<file path="config.mk">
export PLATFORM = sky130hd
export DESIGN_NAME = gray_input_decoder
export DESIGN_NICKNAME = d
export VERILOG_FILES = /design/src/rtl/gray_input_decoder.sv
export SDC_FILE = /design/constraint.sdc
export NUM_CORES = 1
export LEC_CHECK = 0
export ABC_AREA = 1
export CAP_MARGIN = 20
export CORE_UTILIZATION = 25
export DETAILED_ROUTE_END_ITERATION = 8
export GPL_ROUTABILITY_DRIVEN = 0
export PLACE_DENSITY = 0.51
export REMOVE_ABC_BUFFERS = 1
export SYNTH_ARGS = -nofsm -noshare
export SYNTH_HDL_FRONTEND = slang
export SYNTH_SLANG_ARGS = --single-unit
</file>
<file path="constraint.sdc">
create_clock -name clock -period 1.7 [get_ports clock]
set_input_delay 0.17 -clock clock [delete_from_list [all_inputs] [get_ports clock]]
set_output_delay 0.17 -clock clock [all_outputs]
set_load 0.005 [all_outputs]
</file>
<file path="src/rtl/gray_input_decoder.sv">
// Debounced Gray-code switch decoder: 2-flop sync, STABLE/SETTLE debounce FSM, registered gray->binary.
// Latency: input change held before edge 1 commits on edge DEBOUNCE_CYCLES+2; no backpressure (free-running).
// Optional GRAY_SEQ_CHECK_EN adds seqError/errorCount for commits that jump more than one Gray step.
module gray_input_decoder #(
    parameter int DEBOUNCE_CYCLES = 4
) (
    input  logic       clock,
    input  logic       reset_n,
    input  logic [3:0] grayIn,
    output logic [3:0] binNumber,
    output logic [3:0] grayStable,
    output logic       newValue,
    output logic       settling
`ifdef GRAY_SEQ_CHECK_EN
    ,
    output logic       seqError,
    output logic [7:0] errorCount
`endif
);

    localparam int CW = $clog2(DEBOUNCE_CYCLES + 1);
    localparam logic [CW-1:0] LAST = CW'(DEBOUNCE_CYCLES - 1);

    typedef enum logic {
        STABLE = 1'b0,
        SETTLE = 1'b1
    } state_t;

    state_t          state;
    logic [3:0]      ff1;
    logic [3:0]      syncGray;
    logic [3:0]      candidate;
    logic [CW-1:0]   count;

    function automatic logic [3:0] gray2bin(input logic [3:0] g);
        logic [3:0] b;
        b[3] = g[3];
        b[2] = b[3] ^ g[2];
        b[1] = b[2] ^ g[1];
        b[0] = b[1] ^ g[0];
        return b;
    endfunction

`ifdef GRAY_SEQ_CHECK_EN
    // More than one bit set in the difference means the switches skipped a Gray step.
    logic [3:0] diff;
    logic       multi_bit;
    assign diff      = candidate ^ grayStable;
    assign multi_bit = |(diff & (diff - 4'd1));
`endif

    always_ff @(posedge clock or negedge reset_n) begin
        if (!reset_n) begin
            ff1        <= 4'b0000;
            syncGray   <= 4'b0000;
            candidate  <= 4'b0000;
            grayStable <= 4'b0000;
            binNumber  <= 4'b0000;
            count      <= '0;
            state      <= STABLE;
            newValue   <= 1'b0;
            settling   <= 1'b0;
`ifdef GRAY_SEQ_CHECK_EN
            seqError   <= 1'b0;
            errorCount <= 8'd0;
`endif
        end else begin
            ff1      <= grayIn;
            syncGray <= ff1;
            newValue <= 1'b0;
            case (state)
                STABLE: begin
                    if (syncGray != grayStable) begin
                        candidate <= syncGray;
                        count     <= CW'(1);
                        state     <= SETTLE;
                        settling  <= 1'b1;
                    end
                end
                SETTLE: begin
                    if (syncGray == grayStable) begin
                        count    <= '0;
                        state    <= STABLE;
                        settling <= 1'b0;
                    end else if (syncGray != candidate) begin
                        candidate <= syncGray;
                        count     <= CW'(1);
                    end else if (count == LAST) begin
                        grayStable <= candidate;
                        binNumber  <= gray2bin(candidate);
                        newValue   <= 1'b1;
                        count      <= '0;
                        state      <= STABLE;
                        settling   <= 1'b0;
`ifdef GRAY_SEQ_CHECK_EN
                        if (multi_bit) begin
                            seqError <= 1'b1;
                            if (errorCount != 8'hFF)
                                errorCount <= errorCount + 8'd1;
                        end
`endif
                    end else begin
                        count <= count + CW'(1);
                    end
                end
                default: begin
                    state    <= STABLE;
                    settling <= 1'b0;
                end
            endcase
        end
    end

endmodule

</file>
# Word-level counts from Yosys, hierarchy flattened
# Cells that the tools add are included.
# Widths: inputs -> output; s select.
# word_totals
elab_cells	51
input_bits	6
reg_bits	26
output_inout_bits	10
# op_classes
n_reduce_logical	3
muxes	23
addsub	1
eq_ne	9
n_bitwise	6
# ops
cell	n
$mux 1	12
$mux 3	4
$mux 4	3
$ne 4x4->1	2
$pmux 4 s2	1
$pmux 3 s2	1
$reduce_and 3->1	2
$eq 4x4->1	1
$ne 2x2->1 const B	2
$pmux 1 s2	2
$reduce_and 4->1	1
$add 3x1->3 const B	1
$eq 3x2->1 const B	1
$ne 3x1->1 const B	1
$ne 3x3->1 const B	1
$not 1->1	3
$xor 1x1->1	3
$ne 2x1->1 const B	1

# Logic depth before layout (Yosys ltp)
# depth
ltp_word	5
depth_mapped	10
mapped_depth_nobuf	10

# Worst setup path before layout
# Ideal clock, no wire load.
# synth_timing
kind	reg-to-reg
start	register candidate[2]
end	register binNumber[3]
setup_slack_ns	0.522
t_required_ns	1.583
stages_incl_launch_ff	10
setup_time_ns	0.117
synth_period_minus_slack_ns	1.178
path_buffers	0
arrival_ns	1.061
cell_sequence	dfrtp_1 inv_1 nand2_1 nand2_2 nor2_4 nand2_2 inv_2 nand3_4 nand2_1 nand2_1
# synth_via
elab_chain_len	3
# synth_rtl
item	line_no	source
start: declaration	32	logic [3:0] candidate;
start signal: assignment	74	candidate <= syncGray;
start signal: assignment	86	candidate <= syncGray;
$ne 4x4->1	85	end else if (syncGray != candidate) begin
$not 1->1 (no line)	n/a	
$reduce_and 4->1 (no line)	n/a	
end signal: assignment	90	binNumber <= gray2bin(candidate);
end: declaration	10	output logic [3:0] binNumber,
# Every way passes these cells.
# A chain may end at the register's enable or synchronous reset.

# Final worst setup path
# layout_timing
start	register syncGray[0]
end	register binNumber[0]
# layout_via
elab_chain_len	3
elab_cells_between_ends	5
classes_between	eq/ne: 2; bitwise: 2; reduce/logical: 1
# layout_rtl
item	line_no	source
start: declaration	31	logic [3:0] syncGray;
start signal: assignment	55	syncGray <= 4'b0000;
start signal: assignment	69	syncGray <= ff1;
$ne 4x4->1 or $eq 4x4->1 (tied branches)	85, 81	
$not 1->1 (no line)	n/a	
$reduce_and 4->1 (no line) *	n/a	
# Every way passes the cells marked *; elsewhere a longest branch is shown, timed or not.

==> results_dict.tcl <==
set metrics [dict create \
    syn_to_final_growth_pct 21.8 \
    grt_pass1_vias 845 \
    crit_arrival_ns 1.65 \
    worst-path-max-fanout 11 \
    ys_seq_elements 25 \
    async_reset_ff_share_pct 100 \
    intPower_uw 1310 \
    clk_latency_ns 0.27 \
    final_nets 175 \
    slew_headroom_pct 78.9 \
    power_switching_uw 786 \
    nFillCells 479 \
    syn_avg_cell_area_um2 8.12 \
    power_density_nw_per_um2 1430 \
    multi_input_area_um2 482 \
    dpl.cell_count 215 \
    worstSetupEndpointType "flip-flop" \
    hold_viol_final 0 \
    via_count 887 \
    netlist_instances 148 \
    drt_iter0_drc 27 \
    grt_pass1_wl_um 3860 \
    synth_cell_types 18 \
    dp_hpwl_um 1570 \
    dieHeight_um 71.3 \
    tightestPinTransition_ns 0.316 \
    clock_power_share_pct 17.7 \
    worstSetupPathType "reg -> reg" \
    start_kind "flip-flop" \
    vias_per_cell 4.05 \
    grt_start_max_net_pins 26 \
    cp.required_ns 1.91 \
    finalMaxSlewViolations 0 \
    synth_edf_count 0 \
    yosys_warnings 0 \
    sw_frac_of_total_pct 37.5 \
    seq_area_frac_synth_pct 52.1 \
    cts_resized 0 \
    reg2reg_depth 10 \
    route.detailed.drc 2 \
    finalCritPeriodShare_pct 84.2 \
    status "finished, violations left" \
    dr.pass1.iters 6 \
    num_antenna_cells 0 \
    die_x_um 71.3 \
    clock_tree.root_cell "clkbuf_8" \
    hold_class "in -> async" \
    drive_above_1_share_pct 10.8 \
    rsz0062_at_grt "false" \
    period_needed_ns 1.43 \
    htree_levels 1 \
    post_cts_buffers 0 \
    utilization_pct 32.7 \
    violations "DRC" \
    port_buffers 15 \
    reg2reg_slack_ns 0.27 \
    io_pins 16 \
    p_seq_share_pct 43.3 \
    finalSetupTns_ns 0 \
    cts_tree "yes" \
    p_leak_uw 0.000773 \
    combPwrFrac_pct 39.0 \
    ys.flop_type "dfrtp_1" \
    finClkSkew_ns 0.00363 \
    layout.cells.non_filler 219 \
    grtUsageTotal_pct 9.91 \
    drt-total-wl_um 2100 \
    maxCapViolCount 0 \
    core_area_um2 4470 \
    grt.overflow.total 0 \
    setup_viol 0 \
    whs_ns 0.261 \
    cts_made_buffers 3 \
    clock_sinks 25 \
    synth_area_um2 1200 \
    max_freq_mhz 699 \
    grt_antenna_before_repair 0 \
    power_uw 2090 \
    avgRoutedWirePerCell_um 9.61 \
    rows 24 \
    ant_nets 0 \
    postCtsHoldBufs 0 \
    path_clk_slew_ns 0.09 \
    clockBufferDepth 2 \
    regArea_um2 626 \
    ir_worst_vdd_mv 0.512 \
    start_util_pct 26.8 \
    die_area_um2 5090 \
]
power by group through the flow:
stage	Combinational, uW	Clock, uW	Sequential (uW)
final	817	370	908
after global routing	936	413	933
after detailed placement	827	0	922
after floorplan	506	0	893
after CTS	830	389	911
after global placement	825	0	921
kinds of logic (layout without fill, tap and decap cells):
kind of cell / count (synthesis) / after routing / synth area share (%)
and+or+nand+nor: 97 / 97 / 36.9
DFF: 25 / 25 / 52.1
buffers and inverters: 22 / 41 / 7.81
AOI/OAI and AO/OA: 3 / 3 / 2.19
adders and majority gates: 1 / 1 / 1.04
stage by stage:
| stage | instance area, um^2 | setup WS, ns |
|---|---|---|
| floorplan | 1180 | 0.276 |
| global placement | 1410 | 0.316 |
| detailed placement | 1410 | 0.287 |
| CTS | 1460 | 0.253 |
| global route | 1460 | 0.111 |
| finish | 1460 | 0.269 |
placed cells by master, fill, tap and decap left out, drive strengths merged:
cell,synthesis,layout
nand3,4,4
nand2,82,82
buf,2,2
nand4,2,2
o21ai,3,3
clkbuf,0,3
dfrtp,25,25
ha,1,1
inv,20,21
nor2,9,9
clkdlybuf4s50,0,15
layer usage:
layer	wire length (um)	vias to the layer above	global-route usage, %
met1	1110	392	13.7
li1	-	475	-
met4	27	0	3.33
met2	871	18	14.5
met5	0	-	0
met3	90	2	3.38
cells in the mapped netlist (2+ instances only):
cell / number / area share, %
dfrtp_1: 25 / 52
inv_1: 19 / 5.9
nand2_1: 78 / 24
nand2_2: 4 / 2.1
nand3_1: 2 / 0.83
nand3_4: 2 / 2.9
nand4_1: 2 / 1.0
nor2_1: 5 / 1.6
nor2_4: 2 / 1.9
layout make-up:
class / instances / area share (%)
clock buffers: 3 / 2.82
clock inverters: 1 / 0.599
inverters: 20 / 5.13
multi-input cells: 101 / 32.9
flip-flops and latches: 25 / 42.8
well taps: 52 / 4.45
repair buffers: 17 / 11.3
critical path, cell delays in order (launching register included):
cell	delay [ns]
dfrtp_1	0.44
inv_1	0.09
nand2_1	0.05
nand2_1	0.06
nor2_1	0.04
nand2_1	0.06
buf_4	0.19
nand2_1	0.15
nor2_8	0.16
nand2_1	0.08
nand2_1	0.06
flip-flops by register name, summed over array words and instances (netlist names):
name / count
syncGray: 4
state: 1
count: 3
grayStable: 3
candidate: 4
ff1: 4
binNumber: 4
settling: 1
newValue: 1
path summary, 6_finish.rpt:
path / start / to
setup / recovery: syncGray[0] / binNumber[0]
hold / removal: reset_n / count[0]
setup reg to reg: syncGray[0] / binNumber[0]
hold reg to reg: ff1[1] / syncGray[1]
max in group asynchronous: reset_n / syncGray[0]
min in group clock: grayIn[0] / ff1[0]
(Power assumes the default switching activity.)
